**config.mk**
```make
export PLATFORM = sky130hd
export DESIGN_NAME = fifo_ram_ctrl
export DESIGN_NICKNAME = d
export VERILOG_FILES = /design/src/rtl/fifo_ram_ctrl.sv
export SDC_FILE = /design/constraint.sdc
export NUM_CORES = 1
export LEC_CHECK = 0
export CORE_UTILIZATION = 25
export CTS_CLUSTER_SIZE = 16
export DETAILED_ROUTE_END_ITERATION = 10
export HOLD_SLACK_MARGIN = 0.03
export PLACE_DENSITY = 0.66
export SLEW_MARGIN = 20
export SYNTH_ARGS = -nofsm -noshare
export SYNTH_HDL_FRONTEND = slang
export SYNTH_SLANG_ARGS = --single-unit
```
**constraint.sdc**
```tcl
create_clock -name clk -period 2.4 [get_ports clk]
set_input_delay 0.48 -clock clk [delete_from_list [all_inputs] [get_ports clk]]
set_output_delay 0.48 -clock clk [all_outputs]
set_load 0.01 [all_outputs]
```
**src/rtl/fifo_ram_ctrl.sv**
```systemverilog
// fifo_ram_ctrl: push/pop FIFO controller driving an external dual-port RAM
// with a registered 1-cycle read port.
//
// Ports:
//   clk, rst          : clock, synchronous active-high reset
//   push, push_data   : enqueue request and data
//   pop               : dequeue request
//   pop_data          : RAM read data, qualified by pop_valid
//   pop_valid         : high the cycle after an accepted pop
//   full, empty       : occupancy flags (count == DEPTH / count == 0)
//   almost_full/empty : count >= AF_LEVEL / count <= AE_LEVEL
//   count             : occupancy 0..DEPTH
//   overflow          : 1-cycle pulse, push while full
//   underflow         : 1-cycle pulse, pop while empty
//   ram_wr_en/addr/data, ram_rd_addr, ram_rd_data : RAM side
module fifo_ram_ctrl #(
  parameter int DATA_W   = 8,
  parameter int ADDR_W   = 4,
  parameter int AF_LEVEL = 14,
  parameter int AE_LEVEL = 2
) (
  input  logic              clk,
  input  logic              rst,
  input  logic              push,
  input  logic [DATA_W-1:0] push_data,
  input  logic              pop,
  output logic [DATA_W-1:0] pop_data,
  output logic              pop_valid,
  output logic              full,
  output logic              empty,
  output logic              almost_full,
  output logic              almost_empty,
  output logic [ADDR_W:0]   count,
  output logic              overflow,
  output logic              underflow,
  output logic              ram_wr_en,
  output logic [ADDR_W-1:0] ram_wr_addr,
  output logic [DATA_W-1:0] ram_wr_data,
  output logic [ADDR_W-1:0] ram_rd_addr,
  input  logic [DATA_W-1:0] ram_rd_data
);

  localparam int CNT_W = ADDR_W + 1;
  localparam int DEPTH = 2 ** ADDR_W;

  logic [ADDR_W:0] r_wr_ptr;
  logic [ADDR_W:0] r_rd_ptr;
  logic [ADDR_W:0] r_count;
  logic            r_pop_valid;
  logic            r_overflow;
  logic            r_underflow;

  logic w_full;
  logic w_empty;
  logic w_push_acc;
  logic w_pop_acc;

  // Flags come straight off the registered count.
  assign w_full  = (r_count == CNT_W'(DEPTH));
  assign w_empty = (r_count == '0);

  // Reset gates acceptance so no RAM write escapes during rst.
  assign w_push_acc = push & ~w_full  & ~rst;
  assign w_pop_acc  = pop  & ~w_empty & ~rst;

  assign ram_wr_en   = w_push_acc;
  assign ram_wr_addr = r_wr_ptr[ADDR_W-1:0];
  assign ram_wr_data = push_data;
  assign ram_rd_addr = r_rd_ptr[ADDR_W-1:0];

  assign pop_data     = ram_rd_data;
  assign pop_valid    = r_pop_valid;
  assign overflow     = r_overflow;
  assign underflow    = r_underflow;
  assign count        = r_count;
  assign full         = w_full;
  assign empty        = w_empty;
  assign almost_full  = (r_count >= CNT_W'(AF_LEVEL));
  assign almost_empty = (r_count <= CNT_W'(AE_LEVEL));

  always_ff @(posedge clk) begin
    if (rst) begin
      r_wr_ptr    <= '0;
      r_rd_ptr    <= '0;
      r_count     <= '0;
      r_pop_valid <= 1'b0;
      r_overflow  <= 1'b0;
      r_underflow <= 1'b0;
    end else begin
      if (w_push_acc) begin
        r_wr_ptr <= r_wr_ptr + 1'b1;
      end
      if (w_pop_acc) begin
        r_rd_ptr <= r_rd_ptr + 1'b1;
      end
      unique case ({w_push_acc, w_pop_acc})
        2'b10:   r_count <= r_count + 1'b1;
        2'b01:   r_count <= r_count - 1'b1;
        default: r_count <= r_count;
      endcase
      r_pop_valid <= w_pop_acc;
      r_overflow  <= push & w_full;
      r_underflow <= pop & w_empty;
    end
  end

endmodule
```
==> run metrics, run 1 <==
status=complete, but fails checks; failing checks=negative setup slack; Root Buffer=clkbuf_8; via count of the first global-routing pass=around 910; Reg clk slew, reported paths=around 0.06 ns; vias per cell=between 4 and 5; count of cell types in the netlist=28; crit path DAT=approximately 2.7 ns; critical path's slowest cell=or4_4; RR Startpoint=count[2]$_SDFFE_PP0P_; final hold violations=0; GRT busiest layer=met2; area leader, netlist=dfxtp_1; H-tree depth=1; layout cells sized above 1=0.349; Reg2Reg Setup Slack=-0.15 ns; initial core utilization=0.261; RSZ-0062 raised after global routing=true; Commonest cells post-synth=nor2_1 (23), buf_4 (17), dfxtp_1 (16); post-synth top area share=0.333; Util after Layout=0.405; synth warn=0; core outline area=around 3700 um2; initial antenna violation count=0; Sink Count=16; synthesized flop and latch total=16; number of synthesized flops with an enable pin=0; global-route wire length before repair=between 4 and 5 mm; Static Leakage=0.667 nW; worst setup path startpoint=count[2]$_SDFFE_PP0P_; min cycle time layout=2.55 ns; Vias=~890; largest net degree at the start of global routing=14; Fmax achieved=around 390 MHz; Horiz. Die Dim=around 64 um; final worst setup slack=-0.147 ns; Post-Layout Cell Count=~200; period utilization=1.06; critical-path cell list=or4_4 -> o21ai_4 -> nor2_2 -> ha_2 -> buf_6 -> ha_4 -> nand2b_4 -> a21oi_2 -> mux2i_1 -> mux2_2; Worst EP required=2.54 ns; met1 usage=0.141; met2 Use GR=0.238; met3 Use GR=0.0393; Final Cell Area=~1500 um2; overall routing resource usage=0.133; first drt pass iteration count=3; Skew-Pair Late Insertion Delay=~0.25 ns; Setup CP Type=flop to flop; Cell Rows=22; Hold Crit Class=flop to flop; register area share after synthesis=0.333; ant diodes=0; Iteration-0 DRC Markers=14; syn_nets=140; Worst setup EP type=flop; DRC violations left=0; MaxCap Viol Count=0; Worst Skew=roughly 0.0015 ns; hpwl dp=approximately 1.9 mm; Cell Area, Placed=1320 um2; Critical Path Start Type=flop; critical path's largest stage delay=roughly 0.56 ns; TritonCTS clock tree=yes; Syn Area/Cell=8.51 um2; relative slew slack=0.710; I/O pin count=57; antenna-violating nets left=0; placed cells=~190; final setup vio count=2; Worst Tran Pin Value=between 0.4 and 0.5 ns; Critical R2R Capture=count[4]$_SDFFE_PP0P_; Crit Path Max Fanout=4; R2R depth=10; Max Slew Vio Count=0; Hold Worst Slack=roughly 0.52 ns; Mapped Area=roughly 960 um2; CTS Buffer Depth=2; Buffers on Ports=24; WL per Instance=~13 um; crit path to=count[4]$_SDFFE_PP0P_; Total Wirelength=around 2.6 mm; RD Place Congestion=0.831; PwrDens=601 nW/um2; Die Ht=64.0 um; total gr overflow=0; peak supply drop=~0.23 mV; Layout Nets=177; FFs w/ async S/R, synth=0; most frequent cell after synthesis=nor2_1; CTS buffer count=3; die area=4100 um2; Area growth, synth to finish=55.1%; Cells after Synth=113; predominant post-synthesis flop cell=dfxtp_1; top cells by area, synth=dfxtp_1 (33%), buf_4 (13%), nor2_1 (9.0%)
## repair_timing
item,CTS,global route
pin swaps,9,6
gates resized for setup,7,7
setup endpoints to repair,4,5
endpoints found under the hold margin,0,0
buffers inserted,4,4
hold buffers,0,0
## state kept, by name, indices dropped and copies added (netlist names)
signal and flops:
count 5, overflow 1, pop_valid 1, r_rd_ptr 4, r_wr_ptr 4, underflow 1
## layer usage
metal | up-vias | wire [um]
li1 | 433 | -
met1 | 421 | 1060
met2 | 29 | 1270
met3 | 6 | 197
met4 | 0 | 40
met5 | - | 0
## report_power, final
part / total [mW] / internal (mW) / switching, mW
registers: 0.308 / 0.289 / 0.0184
logic: 0.349 / 0.196 / 0.153
clock network: 0.241 / 0.146 / 0.0951
total: 0.897 / 0.631 / 0.266
## placed cells by master (no fill, tap or decap), drive strengths merged, types with 2 or more instances in the layout
master,netlist,layout
buf,18,29
xor2,6,6
clkbuf,3,4
nand2,3,3
nand2b,2,2
clkdlybuf4s50,0,21
nor2,23,23
o211ai,3,3
ha,6,6
dlygate4sd2,0,2
nand3,2,2
a21oi,5,5
dfxtp,16,16
xnor2,2,2
inv,7,7
nor4,2,2
mux2i,3,3
## stage by stage
stage / total power, mW / TNS, ns / worst slack [ns]
floorplan: 0.499 / -0.363 / -0.190
global placement: 0.607 / -0.859 / -0.366
detailed placement: 0.616 / -0.978 / -0.429
CTS: 0.874 / -0.331 / -0.171
global route: 0.952 / -0.644 / -0.246
finish: 0.897 / -0.290 / -0.147
## cell type report
cell class / instances / area (um2)
Clock buffer: 4 / 55.1
Fill cell: 366 / 2200
Inverter: 7 / 26.3
Multi-Input combinational cell: 69 / 557
Sequential cell: 16 / 329
Tap cell: 48 / 60.1
Timing Repair Buffer: 53 / 465
## cells by family after synthesis
group	synth area share
buf+inv	0.177
compound gates	0.0923
flops	0.333
mux	0.0429
fa+ha+maj	0.0988
simple gates	0.183
xor+xnor	0.0728
## worst min-delay path by stage
stage	from	end	slack (ns)	depth (start not counted)
floorplan	r_rd_ptr[3]$_SDFFE_PP0P_	r_rd_ptr[3]$_SDFFE_PP0P_	0.54	2
global placement	r_wr_ptr[3]$_SDFFE_PP0P_	r_wr_ptr[3]$_SDFFE_PP0P_	0.51	2
detailed placement	r_rd_ptr[3]$_SDFFE_PP0P_	r_rd_ptr[3]$_SDFFE_PP0P_	0.52	2
CTS	r_rd_ptr[3]$_SDFFE_PP0P_	r_rd_ptr[3]$_SDFFE_PP0P_	0.54	2
global route	r_wr_ptr[3]$_SDFFE_PP0P_	r_wr_ptr[3]$_SDFFE_PP0P_	0.57	2
finish	r_rd_ptr[3]$_SDFFE_PP0P_	r_rd_ptr[3]$_SDFFE_PP0P_	0.52	2
## worst max-delay path, delay by kind of cell, from the launching register on
family          cells  cell delay, ns
simple gates        3            0.66
mux                 2            0.55
fa+ha+maj           2            0.47
flops               1            0.33
compound gates      2            0.29
buf+inv             1            0.14
No activity file was read; power rests on OpenSTA's default activity.
==> run 2, diff against run 1 <==
--- a/config.mk
+++ b/config.mk
@@ -8,6 +8,7 @@
 export CORE_UTILIZATION = 25
 export CTS_CLUSTER_SIZE = 16
 export DETAILED_ROUTE_END_ITERATION = 10
+export GPL_TIMING_DRIVEN = 0
 export HOLD_SLACK_MARGIN = 0.03
 export PLACE_DENSITY = 0.66
 export SLEW_MARGIN = 20
==> run 2 against run 1 <==
Final cell count is 11% higher; critical endpoint unchanged; routed wire length is 0.97% higher; worst hold slack worse by 0.0088 ns; non-clock buffer count is 22 higher; combinational power is 8.3% higher; first-iteration DRC count is 64% lower; the run still ends with negative setup slack left; flip-flop and latch count stayed put; fmax is 1.0% lower; worst setup slack worse by 0.027 ns; critical path depth is 1 higher; clock power is 13% lower; highest routed layer unchanged; die area stayed put.
==> run metrics, run 2 (synthesis gave the netlist of run 1 again) <==
status=complete, but fails checks (unchanged); failing checks=negative setup slack (unchanged); vias per cell=4.34 (was 4.51); Hold Crit Class=flop to flop (unchanged); initial core utilization=0.261 (unchanged); overall routing resource usage=0.126 (was 0.133); Reg clk slew, reported paths=0.06 ns (about the same); WL per Instance=11.8 um (was 13.0 um); Util after Layout=0.465 (was 0.405); Critical R2R Capture=count[4]$_SDFFE_PP0P_ (unchanged); commonest non-fill, non-tap cells in the layout=clkdlybuf4s50_1 (35), buf_4 (27), nor2_1 (22) (was buf_4 (27), nor2_1 (22), clkdlybuf4s50_1 (21)); MaxCap Viol Count=0 (unchanged); die area=4100 um2 (unchanged); Worst EP required=2.54 ns (about the same); Vias=950 (was 889); min cycle time layout=2.57 ns (was 2.55 ns); Root Buffer=clkbuf_8 (unchanged); CTS buffer count=3 (unchanged); Setup CP Type=flop to flop (unchanged); core outline area=3690 um2 (unchanged); Worst setup EP type=flop (unchanged); final worst setup slack=-0.173 ns (was -0.147 ns); Total Wirelength=2.59 mm (was 2.57 mm); biggest regs=count x5, r_rd_ptr x4, r_wr_ptr x4 (unchanged); ant diodes=0 (unchanged); period utilization=1.07 (was 1.06); antenna-violating nets left=0 (unchanged); CTS Hold Bufs=0 (unchanged); Skew-Pair Late Insertion Delay=0.25 ns (about the same); Cell Rows=22 (unchanged); Reg2Reg Setup Slack=-0.17 ns (was -0.15 ns); R2R depth=11 (was 10); Die Ht=64.0 um (unchanged); I/O pin count=57 (unchanged); Fmax achieved=389 MHz (was 393 MHz); Iteration-0 DRC Markers=5 (was 14); peak supply drop=0.246 mV (was 0.231 mV); RR Startpoint=count[1]$_SDFFE_PP0P_ (was count[2]$_SDFFE_PP0P_); hold path depth=2 (unchanged); Horiz. Die Dim=64.0 um (unchanged); worst hold start=r_rd_ptr[3]$_SDFFE_PP0P_ (unchanged); largest net degree at the start of global routing=11 (was 14); final setup vio count=3 (was 2); first drt pass iteration count=4 (was 3); Top reg by flops=count (unchanged); Crit Path Max Fanout=2 (was 4); Static Leakage=0.750 nW (was 0.667 nW); commonest non-fill, non-tap cell in the layout=clkdlybuf4s50_1 (was buf_4); relative slew slack=0.672 (was 0.710); Layout Nets=199 (was 177); layout cells sized above 1=0.333 (was 0.349); Critical Path Start Type=flop (unchanged); hold endpoint=r_rd_ptr[3]$_SDFFE_PP0P_ (unchanged); Area growth, synth to finish=78.4% (was 55.1%); TritonCTS clock tree=yes (unchanged); crit path DAT=2.71 ns (was 2.69 ns); number of flip-flops in the largest register=5 (unchanged); initial antenna violation count=0 (unchanged); final hold violations=0 (unchanged); hpwl dp=1.85 mm (was 1.91 mm); DRC violations left=0 (unchanged); PwrDens=524 nW/um2 (was 601 nW/um2); H-tree depth=1 (unchanged); CTS Buffer Depth=2 (unchanged); global-route wire length before repair=4.07 mm (was 4.17 mm); Max Slew Vio Count=0 (unchanged); Sink Count=16 (unchanged); Worst Skew=0.00316 ns (was 0.00149 ns); total gr overflow=0 (unchanged); via count of the first global-routing pass=925 (was 913); RSZ-0062 raised after global routing=true (unchanged); Worst Tran Pin Value=0.479 ns (was 0.423 ns); pre-CTS WS=-0.885 ns (was -0.429 ns); Buffers on Ports=40 (was 24); RD Place Congestion=0.828 (was 0.831)
## run 2: cell types whose count changed in the layout (fill, tap and decap cells not counted), sizes merged
| cell | previous run | this run |
|---|---|---|
| dlygate4sd2 | 2 | 3 |
| dlymetal6s2s | 1 | 2 |
| clkbuf | 4 | 7 |
| clkdlybuf4s50 | 21 | 35 |
| buf | 29 | 32 |
## run 2: report_power, final
part / switching (mW) / internal (mW) / total [mW]
sequential: 0.0222 / 0.289 / 0.311
combinational: 0.162 / 0.216 / 0.378
clock: 0.0925 / 0.118 / 0.210
total: 0.276 / 0.623 / 0.899
## run 2: repair_timing
action / 4_1_cts / 5_1_grt
buffers inserted: 11 / 4
resized for setup: 19 / 7
hold endpoints to repair: 0 / 0
pin swaps: 10 / 8
endpoints found under the setup margin: 8 / 6
## run 2: worst max-delay path by stage
stage | start | end | depth (start not counted)
2_1_floorplan | count[0]$_SDFFE_PP0P_ | count[4]$_SDFFE_PP0P_ | 10
3_3_place_gp | rst | count[4]$_SDFFE_PP0P_ | 11
3_5_place_dp | rst | count[4]$_SDFFE_PP0P_ | 11
4_1_cts | count[0]$_SDFFE_PP0P_ | count[4]$_SDFFE_PP0P_ | 11
5_1_grt | count[1]$_SDFFE_PP0P_ | count[4]$_SDFFE_PP0P_ | 11
6_report | count[1]$_SDFFE_PP0P_ | count[4]$_SDFFE_PP0P_ | 11
## run 2: worst max-delay path, cell delays in order (launching register included)
cell and delay (ns):
dfxtp_4 0.35, buf_6 0.12, nor4_4 0.35, a21oi_4 0.09
nand2b_1 0.12, ha_2 0.21, inv_2 0.05, fa_2 0.34
nand2b_4 0.16, a21oi_4 0.12, mux2i_1 0.20, mux2_2 0.34
## run 2: through the flow
step                      instances  hold WS, ns  setup TNS (ns)  instance area, um2  power [mW]
final                           219        0.516          -0.379                1720       0.899
after global routing            219        0.562          -0.730                1720       0.951
after CTS                       215        0.522          -0.409                1660       0.881
after detailed placement        201        0.503           -2.69                1480       0.625
after global placement          201        0.503           -2.29                1480       0.618
after floorplan                 113        0.544          -0.363                1020       0.499
## run 2: cell type report
type / instances / area (um2)
Tap cell: 48 / 60.1
Sequential cell: 16 / 333
Inverter: 7 / 26.3
Timing Repair Buffer: 55 / 529
Fill cell: 372 / 1970
Multi-Input combinational cell: 69 / 569
Clock buffer: 4 / 45.0
Buffer: 20 / 154
## run 2: per-layer routing
metal,vias to the layer above,wire length (um),global-route usage
met3,5,137,0.0250
met5,-,0,0
met1,433,1090,0.147
li1,476,-,-
met2,36,1330,0.223
met4,0,36,0.0511
